`src/rtl/lfsr13_seq_if.sv`:
```
// Control/status bundle for lfsr13_seq: the master drives requests and the seed,
// the slave (the LFSR sequencer) returns state, pulses and status.
interface lfsr13_seq_if;
   logic        start;
   logic        stop;
   logic        continuous;
   logic        seed_load;
   logic [12:0] seed;
   logic [12:0] lfsr_out;
   logic        msb_out;
   logic        msb_valid;
   logic        max_tick;
   logic        busy;
   logic        done;
   logic        seed_err;
   logic        period_err;

   modport master (
      output start, stop, continuous, seed_load, seed,
      input  lfsr_out, msb_out, msb_valid, max_tick, busy, done, seed_err, period_err
   );

   modport slave (
      input  start, stop, continuous, seed_load, seed,
      output lfsr_out, msb_out, msb_valid, max_tick, busy, done, seed_err, period_err
   );
endinterface

```
`src/rtl/lfsr13_seq.sv`:
```
// Sequenced 13-bit Fibonacci LFSR (x^13+x^4+x^3+x+1) with start/stop/done control.
// Optional period self-check is built when LFSR13_PERIOD_CHECK_EN is defined.
module lfsr13_seq #(
   parameter logic [12:0] SEED_RST = 13'h0001
) (
   input  logic        clk,
   input  logic        rst_n,
   lfsr13_seq_if.slave io_bus
);

   typedef enum logic [1:0] {StIdle, StLoad, StRun, StDone} state_e;

   state_e      r_state;
   state_e      w_state_next;
   logic [12:0] r_seed;
   logic [12:0] r_lfsr;
   logic [12:0] w_lfsr_next;
   logic [12:0] w_lfsr_step;
   logic        w_fb;
   logic        w_wrap;
   logic        w_seed_wr;
   logic        w_seed_rej;
   logic        r_run_cont;
   logic        r_max_tick;
   logic        r_done;
   logic        r_seed_err;
   logic        r_busy;
   logic        r_msb_valid;

   assign w_fb        = r_lfsr[12] ^ r_lfsr[3] ^ r_lfsr[2] ^ r_lfsr[0];
   assign w_lfsr_step = {r_lfsr[11:0], w_fb};
   // Wrap is the step that brings the state back onto the seed.
   assign w_wrap      = (r_state == StRun) && (w_lfsr_step == r_seed);
   assign w_seed_wr   = (r_state == StIdle) && io_bus.seed_load && (io_bus.seed != 13'd0);
   assign w_seed_rej  = (r_state == StIdle) && io_bus.seed_load && (io_bus.seed == 13'd0);

   always_comb begin
      w_state_next = r_state;
      w_lfsr_next  = r_lfsr;
      case (r_state)
         StIdle: begin
            if (io_bus.start) w_state_next = StLoad;
         end
         StLoad: begin
            w_lfsr_next  = r_seed;
            w_state_next = StRun;
         end
         StRun: begin
            if (io_bus.stop) begin
               w_state_next = StIdle;
            end else begin
               w_lfsr_next = w_lfsr_step;
               if (w_wrap && !r_run_cont) w_state_next = StDone;
            end
         end
         StDone: begin
            w_state_next = StIdle;
         end
         default: begin
            w_state_next = StIdle;
         end
      endcase
   end

   always_ff @(posedge clk or negedge rst_n) begin
      if (!rst_n) begin
         r_state     <= StIdle;
         r_seed      <= SEED_RST;
         r_lfsr      <= SEED_RST;
         r_run_cont  <= 1'b0;
         r_max_tick  <= 1'b0;
         r_done      <= 1'b0;
         r_seed_err  <= 1'b0;
         r_busy      <= 1'b0;
         r_msb_valid <= 1'b0;
      end else begin
         r_state     <= w_state_next;
         r_lfsr      <= w_lfsr_next;
         if (w_seed_wr) r_seed <= io_bus.seed;
         if (r_state == StLoad) r_run_cont <= io_bus.continuous;
         // A wrap coinciding with stop still reports the tick.
         r_max_tick  <= w_wrap;
         // done lands one cycle after the tick, i.e. on the way out of DONE.
         r_done      <= (r_state == StDone);
         r_seed_err  <= w_seed_rej;
         r_busy      <= (w_state_next == StLoad) || (w_state_next == StRun);
         r_msb_valid <= (w_state_next == StRun);
      end
   end

   assign io_bus.lfsr_out  = r_lfsr;
   assign io_bus.msb_out   = r_lfsr[12];
   assign io_bus.msb_valid = r_msb_valid;
   assign io_bus.max_tick  = r_max_tick;
   assign io_bus.busy      = r_busy;
   assign io_bus.done      = r_done;
   assign io_bus.seed_err  = r_seed_err;

`ifdef LFSR13_PERIOD_CHECK_EN
   logic [12:0] r_step_cnt;
   logic        r_period_err;

   always_ff @(posedge clk or negedge rst_n) begin
      if (!rst_n) begin
         r_step_cnt   <= 13'd0;
         r_period_err <= 1'b0;
      end else if (r_state == StLoad) begin
         r_step_cnt   <= 13'd0;
         r_period_err <= 1'b0;
      end else if (w_wrap) begin
         // 8191 steps per period: 8190 counted before the wrapping step.
         r_step_cnt <= 13'd0;
         if (r_step_cnt != 13'd8190) r_period_err <= 1'b1;
      end else if ((r_state == StRun) && !io_bus.stop) begin
         r_step_cnt <= r_step_cnt + 13'd1;
      end
   end

   assign io_bus.period_err = r_period_err;
`else
   assign io_bus.period_err = 1'b0;
`endif

endmodule
```
`src/flat_wrapper.sv`:
```
// flat-port wrapper written by rule: the top's interface ports become plain ports
module lfsr13_seq_flat 
#(
   parameter logic [12:0] SEED_RST = 13'h0001
)
  (clk, rst_n, io_bus_start, io_bus_stop, io_bus_continuous, io_bus_seed_load, io_bus_seed, io_bus_lfsr_out, io_bus_msb_out, io_bus_msb_valid, io_bus_max_tick, io_bus_busy, io_bus_done, io_bus_seed_err, io_bus_period_err);
  lfsr13_seq_if io_bus_i ();
  input  logic clk;
  input  logic rst_n;
  input wire logic [$bits(io_bus_i.start)-1:0] io_bus_start;
  input wire logic [$bits(io_bus_i.stop)-1:0] io_bus_stop;
  input wire logic [$bits(io_bus_i.continuous)-1:0] io_bus_continuous;
  input wire logic [$bits(io_bus_i.seed_load)-1:0] io_bus_seed_load;
  input wire logic [$bits(io_bus_i.seed)-1:0] io_bus_seed;
  output wire logic [$bits(io_bus_i.lfsr_out)-1:0] io_bus_lfsr_out;
  output wire logic [$bits(io_bus_i.msb_out)-1:0] io_bus_msb_out;
  output wire logic [$bits(io_bus_i.msb_valid)-1:0] io_bus_msb_valid;
  output wire logic [$bits(io_bus_i.max_tick)-1:0] io_bus_max_tick;
  output wire logic [$bits(io_bus_i.busy)-1:0] io_bus_busy;
  output wire logic [$bits(io_bus_i.done)-1:0] io_bus_done;
  output wire logic [$bits(io_bus_i.seed_err)-1:0] io_bus_seed_err;
  output wire logic [$bits(io_bus_i.period_err)-1:0] io_bus_period_err;
  assign io_bus_i.start = io_bus_start;
  assign io_bus_i.stop = io_bus_stop;
  assign io_bus_i.continuous = io_bus_continuous;
  assign io_bus_i.seed_load = io_bus_seed_load;
  assign io_bus_i.seed = io_bus_seed;
  assign io_bus_lfsr_out = io_bus_i.lfsr_out;
  assign io_bus_msb_out = io_bus_i.msb_out;
  assign io_bus_msb_valid = io_bus_i.msb_valid;
  assign io_bus_max_tick = io_bus_i.max_tick;
  assign io_bus_busy = io_bus_i.busy;
  assign io_bus_done = io_bus_i.done;
  assign io_bus_seed_err = io_bus_i.seed_err;
  assign io_bus_period_err = io_bus_i.period_err;
  lfsr13_seq #(.SEED_RST(SEED_RST)) u_core (.clk(clk), .rst_n(rst_n), .io_bus(io_bus_i));
endmodule
```
`config.mk`:
```
export PLATFORM = sky130hd
export DESIGN_NAME = lfsr13_seq_flat
export DESIGN_NICKNAME = d
export VERILOG_FILES = /design/src/rtl/lfsr13_seq_if.sv /design/src/rtl/lfsr13_seq.sv /design/src/flat_wrapper.sv
export SDC_FILE = /design/constraint.sdc
export NUM_CORES = 1
export LEC_CHECK = 0
export CORE_ASPECT_RATIO = 1.5
export CORE_MARGIN = 2
export CORE_UTILIZATION = 40
export CTS_BUF_LIST = sky130_fd_sc_hd__clkbuf_4 sky130_fd_sc_hd__clkbuf_8
export DETAILED_ROUTE_END_ITERATION = 12
export DONT_BUFFER_PORTS = 1
export GPL_TIMING_DRIVEN = 0
export PLACE_DENSITY = 0.59
export SLEW_MARGIN = 20
export SYNTH_ARGS = -nofsm -noshare
export SYNTH_HDL_FRONTEND = slang
export SYNTH_SLANG_ARGS = --single-unit
export TNS_END_PERCENT = 30
```
`constraint.sdc`:
```
create_clock -name clk -period 1.9 [get_ports clk]
set_input_delay 0.285 -clock clk [delete_from_list [all_inputs] [get_ports clk]]
set_output_delay 0.285 -clock clk [all_outputs]
set_load 0.1 [all_outputs]
```
==> flow_metrics.py, run 1 <==
metrics = {
    "worst_setup_path": {
        "critPathTopFamily": "XOR/XNOR gates",
        "worstSetupStartpointType": "flop",
        "slowest_stage": "dfrtp_4",
        "worst-setup-path-type": "flop to flop",
        "crit_buf_inv": 1,
        "cp-end-kind": "flop",
        "crit_path_start": "u_core.io_bus.lfsr_out[12]",
        "required_ns": 2.08,
        "rr_startpoint": "u_core.io_bus.lfsr_out[12]",
        "slowest_delay_ns": 0.63,
        "critical_path_arrival_ns": 2.34,
        "critPathMaxFanout": 5,
        "path_cells": "xnor3_1 -> xnor2_2 -> nand4_1 -> o31a_1 -> ha_1 -> inv_1",
    },
    "detailed_routing": {
        "routed_wl_mm": 3.86,
        "drc": 0,
        "wl_per_cell_um": 18.4,
        "route.vias.total": 1159,
        "antenna_left": 0,
        "first_iter_violations": 18,
        "vias_per_cell": 5.52,
        "first_pass_iters": 4,
    },
    "cts": {
        "clk-insertion-delay-late_ns": 0.29,
        "clk_pin_slew_ns": 0.07,
        "cts_buffers": 5,
        "cts_num_sinks": 34,
        "cts_tree": "built",
        "cts-root-buf": "clkbuf_8",
        "clk_path_buf_depth": 2,
        "h-tree-depth": 2,
    },
    "global_route": {
        "antenna_found_initial": 0,
        "grt_pass1_wl_mm": 6.40,
        "overflow": 0,
        "grt_pass1_vias": 1289,
        "grt.total_usage_pct": 17.1,
        "grt_max_degree": 35,
    },
    "placement": {
        "dp_slack_ns": -0.295,
        "place.gp.congestion": 0.740,
        "dp_cells": 198,
        "hpwlAfterDp_mm": 2.88,
        "io_buffers": 0,
    },
    "final_layout": {
        "fin_nets": 183,
        "syn2layout_area_growth_pct": 14.6,
        "seq_area_um2": 885,
        "multi_input_area_um2": 883,
        "diodes": 0,
        "fillerInstances": 399,
        "drive_gt1_share_pct": 22.6,
        "instances_no_fill": 210,
    },
    "yosys": {
        "synthMuxAreaShare_pct": 26.8,
        "seq_area_frac_synth_pct": 47.8,
        "synthCells": 152,
        "yosysTopAreaCellShare_pct": 44.8,
        "syn-num-nets": 172,
        "synth_cell_types": 31,
        "netlist_area_mm2": 0.00179,
        "synth.most_common_cell": "dfrtp_1",
        "synth_top_family_by_area": "multiplexers",
        "synthAdderAreaFrac_pct": 0.701,
        "synth-simple-area-share_pct": 8.41,
        "synth_top_area_cell": "dfrtp_1",
        "ys_ff_latch": 34,
        "synth_area_leaders": "dfrtp_1 45%, mux2i_1 17%, mux2_1 9.5%",
        "synth_edf_count": 0,
        "async_reset_ff_share_pct": 100,
        "synth_xor_area_share_pct": 7.15,
        "avgSynthCellArea_um2": 11.7,
        "synth-compound-area-share_pct": 4.84,
        "yosys-top-cells-count": "32 x dfrtp_1, 31 x mux2i_1, 15 x mux2_1, 9 x nor2_1",
        "yosys_warnings": 0,
        "ys.flop_type": "dfrtp_1",
    },
    "sta": {
        "fin_crit_sh_pct": 114,
        "setup_viol": 3,
        "layout_setup_ws_ns": -0.263,
        "drv_slew": 0,
        "final-hold-violation-count": 0,
        "clock_skew_ns": 0.00786,
        "clock.fmax_ghz": 0.462,
        "min_period_ns": 2.16,
        "rsz0062_at_grt": "yes",
        "max_slew_margin_pct": 41.8,
        "tightest_slew_ns": 0.873,
    },
    "floorplanning": {
        "fp-row-count": 29,
        "die_w_um": 58.6,
        "core_area_mm2": 0.00425,
        "io_pins": 39,
        "fp.dieArea_mm2": 0.00503,
        "die_h_um": 85.8,
        "initial_core_util_pct": 42.1,
    },
    "status": {
        "violations": "setup timing",
        "status": "complete, but fails checks",
    },
    "worst_hold_path": {
        "hold_start": "io_bus_seed_load",
        "hold_path.class": "input port to flop",
    },
    "job": {
        "max-cap-violations": 0,
    },
}
cell families (layout without fill, tap and decap cells):
kind of cell,after synthesis,after routing
AO/OA/AOI/OAI,12,12
XOR/XNOR,13,13
adder cells (fa/ha/maj),1,1
buffers and inverters,15,27
flip-flops,34,34
multiplexers,46,46
other,1,1
AND/OR/NAND/NOR,30,30
timing repair:
action,in CTS,in global routing
hold buffers,2,0
setup buffers,2,0
cloned,0,0
endpoints found under the setup margin,3,4
gates resized for setup,0,10
hold endpoints to repair,34,0
pin swaps,2,2
sequential cells by signal, summed over array words and instances (netlist names):
signal and flops:
u_core.r_state 2, u_core.io_bus.lfsr_out 13, u_core.io_bus.msb_valid 1, u_core.io_bus.done 1, u_core.io_bus.max_tick 1, u_core.r_seed 13
u_core.io_bus.busy 1, u_core.io_bus.seed_err 1, u_core.r_run_cont 1
cells in the final DEF (no fill, tap or decap), types with 4 or more instances in the layout:
master    instances
buf_2             4
buf_4             5
clkbuf_8          5
dfrtp_1          20
dfrtp_2           7
dfrtp_4           5
inv_1             5
mux2_1           15
mux2i_1          31
nand2_1           5
nor2_1            8
nor2b_1           4
xnor2_1           5
xor2_1            6
area by class of cell:
| class | instances | share of cell area, % |
|---|---|---|
| inverters | 5 | 0.917 |
| plain buffers | 10 | 3.18 |
| well taps | 46 | 2.81 |
| clock buffers | 7 | 4.10 |
| flip-flops and latches | 34 | 43.2 |
| clock inverters | 1 | 0.367 |
| repair buffers | 4 | 2.20 |
| multi-input cells | 103 | 43.2 |
path summary, 6_finish.rpt:
check | to | slack (ns) | depth (start not counted)
hold / removal | u_core.io_bus.seed_err | 0.11 | 2
max in group asynchronous | u_core.r_seed[0] | 1.20 | 2
min in group asynchronous | u_core.io_bus.lfsr_out[12] | 0.45 | 2
setup reg to reg | u_core.io_bus.busy | -0.26 | 6
hold reg to reg | u_core.r_run_cont | 0.50 | 1
setup / recovery | u_core.io_bus.busy | -0.26 | 6
routing by layer:
layer | GRT usage, % | up-vias | share of wire [%]
met5 | 0 | - | 0
met3 | 5.43 | 5 | 6.0
li1 | - | 550 | -
met2 | 29.4 | 35 | 53
met1 | 19.7 | 569 | 39
met4 | 5.71 | 0 | 1.6
through the flow:
| stage | utilization [%] | instance area [µm²] | setup TNS (ns) | hold slack (ns) |
|---|---|---|---|---|
| after detailed placement | 44.2 | 1880 | -0.487 | -0.00946 |
| after CTS | 47.4 | 2010 | -0.653 | 0.105 |
| after global routing | 48.2 | 2050 | -0.744 | 0.108 |
| after global placement | 44.2 | 1880 | -0.464 | -0.00937 |
| final | 48.2 | 2050 | -0.426 | 0.110 |
| after floorplan | - | 1820 | -0.153 | -0.0106 |
Power of run 1 is not shown: default switching activity piles up to over one toggle a cycle in this logic, so the estimate is an artifact.
==> run 2: changes to the inputs <==
- REMOVE_ABC_BUFFERS: default -> 1
==> run 2 against run 1 <==
Net effect: the flow still finishes with violations (setup timing); global-route usage decreased by 0.96 points; critical path depth increased by 1; worst hold slack improved by 0.0039 ns; sequential share of layout area increased by 0.67 points; flip-flop and latch count unchanged; critical endpoint unchanged; highest routed layer unchanged.
==> flow_metrics.py, run 2 (synthesis gave the netlist of run 1 again) <==
metrics = {
    "placement": {
        "io_buffers": 0,
        "hpwlAfterDp_mm": 2.57,
        "placed_area_mm2": 0.00180,
        "dp_slack_ns": -0.781,
        "place.gp.congestion": 0.761,
    },
    "global_route": {
        "grt_pass1_vias": 1221,
        "grt_use_met1_pct": 18.8,
        "grt-busiest-layer": "met2",
        "overflow": 0,
        "antenna_found_initial": 0,
        "gr-usage-met3_pct": 5.88,
        "grt_pass1_wl_mm": 6.00,
        "grt_max_degree": 35,
        "grt.total_usage_pct": 16.1,
        "use_met2_pct": 26.5,
    },
    "floorplanning": {
        "fp-row-count": 29,
        "io_pins": 39,
        "fp.dieArea_mm2": 0.00503,
        "die_w_um": 58.6,
        "initial_core_util_pct": 42.1,
        "die_h_um": 85.8,
        "core_area_mm2": 0.00425,
    },
    "cts": {
        "cts-root-buf": "clkbuf_8",
        "clk_path_buf_depth": 2,
        "clk-insertion-delay-late_ns": 0.29,
        "cts_num_sinks": 34,
        "clk_pin_slew_ns": 0.07,
        "cts_buffers": 5,
        "h-tree-depth": 2,
        "cts_tree": "built",
    },
    "worst_setup_path": {
        "slowest_stage": "dfrtp_4",
        "cp-end-kind": "flop",
        "path_cells": "buf_6 -> xnor3_1 -> xnor2_1 -> nand4_1 -> o31a_1 -> ha_1 -> inv_1",
        "r2r_slack_ns": -0.37,
        "regToRegEndpoint": "u_core.io_bus.busy",
        "rr_startpoint": "u_core.io_bus.lfsr_out[12]",
        "worst-setup-path-type": "flop to flop",
        "critPathTopFamily": "flip-flops",
        "critPathMaxFanout": 3,
        "r2r_cells": 7,
        "critical_path_arrival_ns": 2.46,
        "slowest_delay_ns": 0.81,
        "worstSetupStartpointType": "flop",
        "required_ns": 2.09,
        "crit_buf_inv": 2,
    },
    "sta": {
        "layout_setup_ws_ns": -0.370,
        "final-hold-violation-count": 0,
        "drv_slew": 0,
        "tightest_slew_ns": 1.02,
        "clock_skew_ns": 0.0108,
        "fin_crit_sh_pct": 119,
        "clock.fmax_ghz": 0.441,
        "setup_viol": 4,
        "min_period_ns": 2.27,
        "max_slew_margin_pct": 31.7,
        "rsz0062_at_grt": "yes",
    },
    "worst_hold_path": {
        "hold_end": "u_core.io_bus.seed_err",
        "hold_start": "io_bus_seed_load",
        "hold_depth": 2,
        "hold_path.class": "input port to flop",
    },
    "detailed_routing": {
        "wl_per_cell_um": 18.0,
        "vias_per_cell": 5.62,
        "drc": 0,
        "antenna_left": 0,
        "first_iter_violations": 24,
        "first_pass_iters": 4,
        "route.vias.total": 1136,
        "routed_wl_mm": 3.64,
    },
    "final_layout": {
        "diodes": 0,
        "design_area_mm2": 0.00199,
        "fillerInstances": 389,
        "fin_nets": 175,
        "layout_commonest_cell": "mux2i_1",
        "syn2layout_area_growth_pct": 11.6,
        "drive_gt1_share_pct": 19.2,
        "most-common-layout-cells": "31 x mux2i_1, 21 x dfrtp_1, 15 x mux2_1, 8 x nor2_1, 8 x dfrtp_2",
    },
    "job": {
        "max-cap-violations": 0,
    },
    "status": {
        "violations": "setup timing",
        "status": "complete, but fails checks",
    },
}
-- run 2: cell count changes in the layout (fill, tap and decap cells not counted), moves of 2 or more --
cell,delta
buf_2,-4
clkbuf_1,-2
dfrtp_4,-2
buf_4,-2
-- run 2: cell type report --
| type | count | area, µm² | share of cell area [%] |
|---|---|---|---|
| clock inverter | 1 | 5.00 | 0.251 |
| multi-input combinational | 103 | 882 | 44.3 |
| timing repair buffer | 6 | 63.8 | 3.20 |
| inverter | 5 | 18.8 | 0.942 |
| sequential | 34 | 875 | 43.9 |
| clock buffer | 7 | 90.1 | 4.52 |
| tap | 46 | 57.6 | 2.89 |
-- run 2: through the flow --
| stage | std cells | utilization (%) | setup TNS (ns) | hold slack [ns] |
|---|---|---|---|---|
| floorplan | 142 | - | -5.01 | -0.0106 |
| global placement | 188 | 42.1 | -16.49 | -0.00985 |
| detailed placement | 189 | 42.5 | -11.31 | -0.00981 |
| CTS | 201 | 46.4 | -0.694 | 0.0976 |
| global route | 202 | 46.9 | -1.18 | 0.112 |
| finish | 202 | 46.9 | -0.756 | 0.114 |
-- run 2: repair_timing --
action / in CTS / in global routing
hold buffers: 2 / 0
pin swaps: 2 / 2
hold endpoints to repair: 34 / 0
setup buffers: 2 / 2
setup endpoints to repair: 29 / 14
gates resized for setup: 14 / 3
-- run 2: per-layer routing --
| layer | vias to the layer above | routed length [µm] |
|---|---|---|
| met5 | - | 0 |
| met1 | 564 | 1440 |
| met2 | 32 | 1870 |
| met4 | 0 | 66 |
| li1 | 534 | - |
| met3 | 6 | 256 |
-- run 2: worst max-delay path by stage --
stage                                from                 end  slack (ns)  cells after the start
2_1_floorplan  u_core.io_bus.lfsr_out[12]  u_core.io_bus.busy       -0.97                      6
3_3_place_gp   u_core.io_bus.lfsr_out[12]  u_core.io_bus.busy       -1.11                      6
3_5_place_dp    u_core.io_bus.lfsr_out[3]  u_core.io_bus.busy       -0.78                      6
4_1_cts        u_core.io_bus.lfsr_out[12]  u_core.io_bus.busy       -0.35                      7
5_1_grt        u_core.io_bus.lfsr_out[12]  u_core.io_bus.busy       -0.50                      7
6_report       u_core.io_bus.lfsr_out[12]  u_core.io_bus.busy       -0.37                      7
Power of run 2 is left out for the same reason.
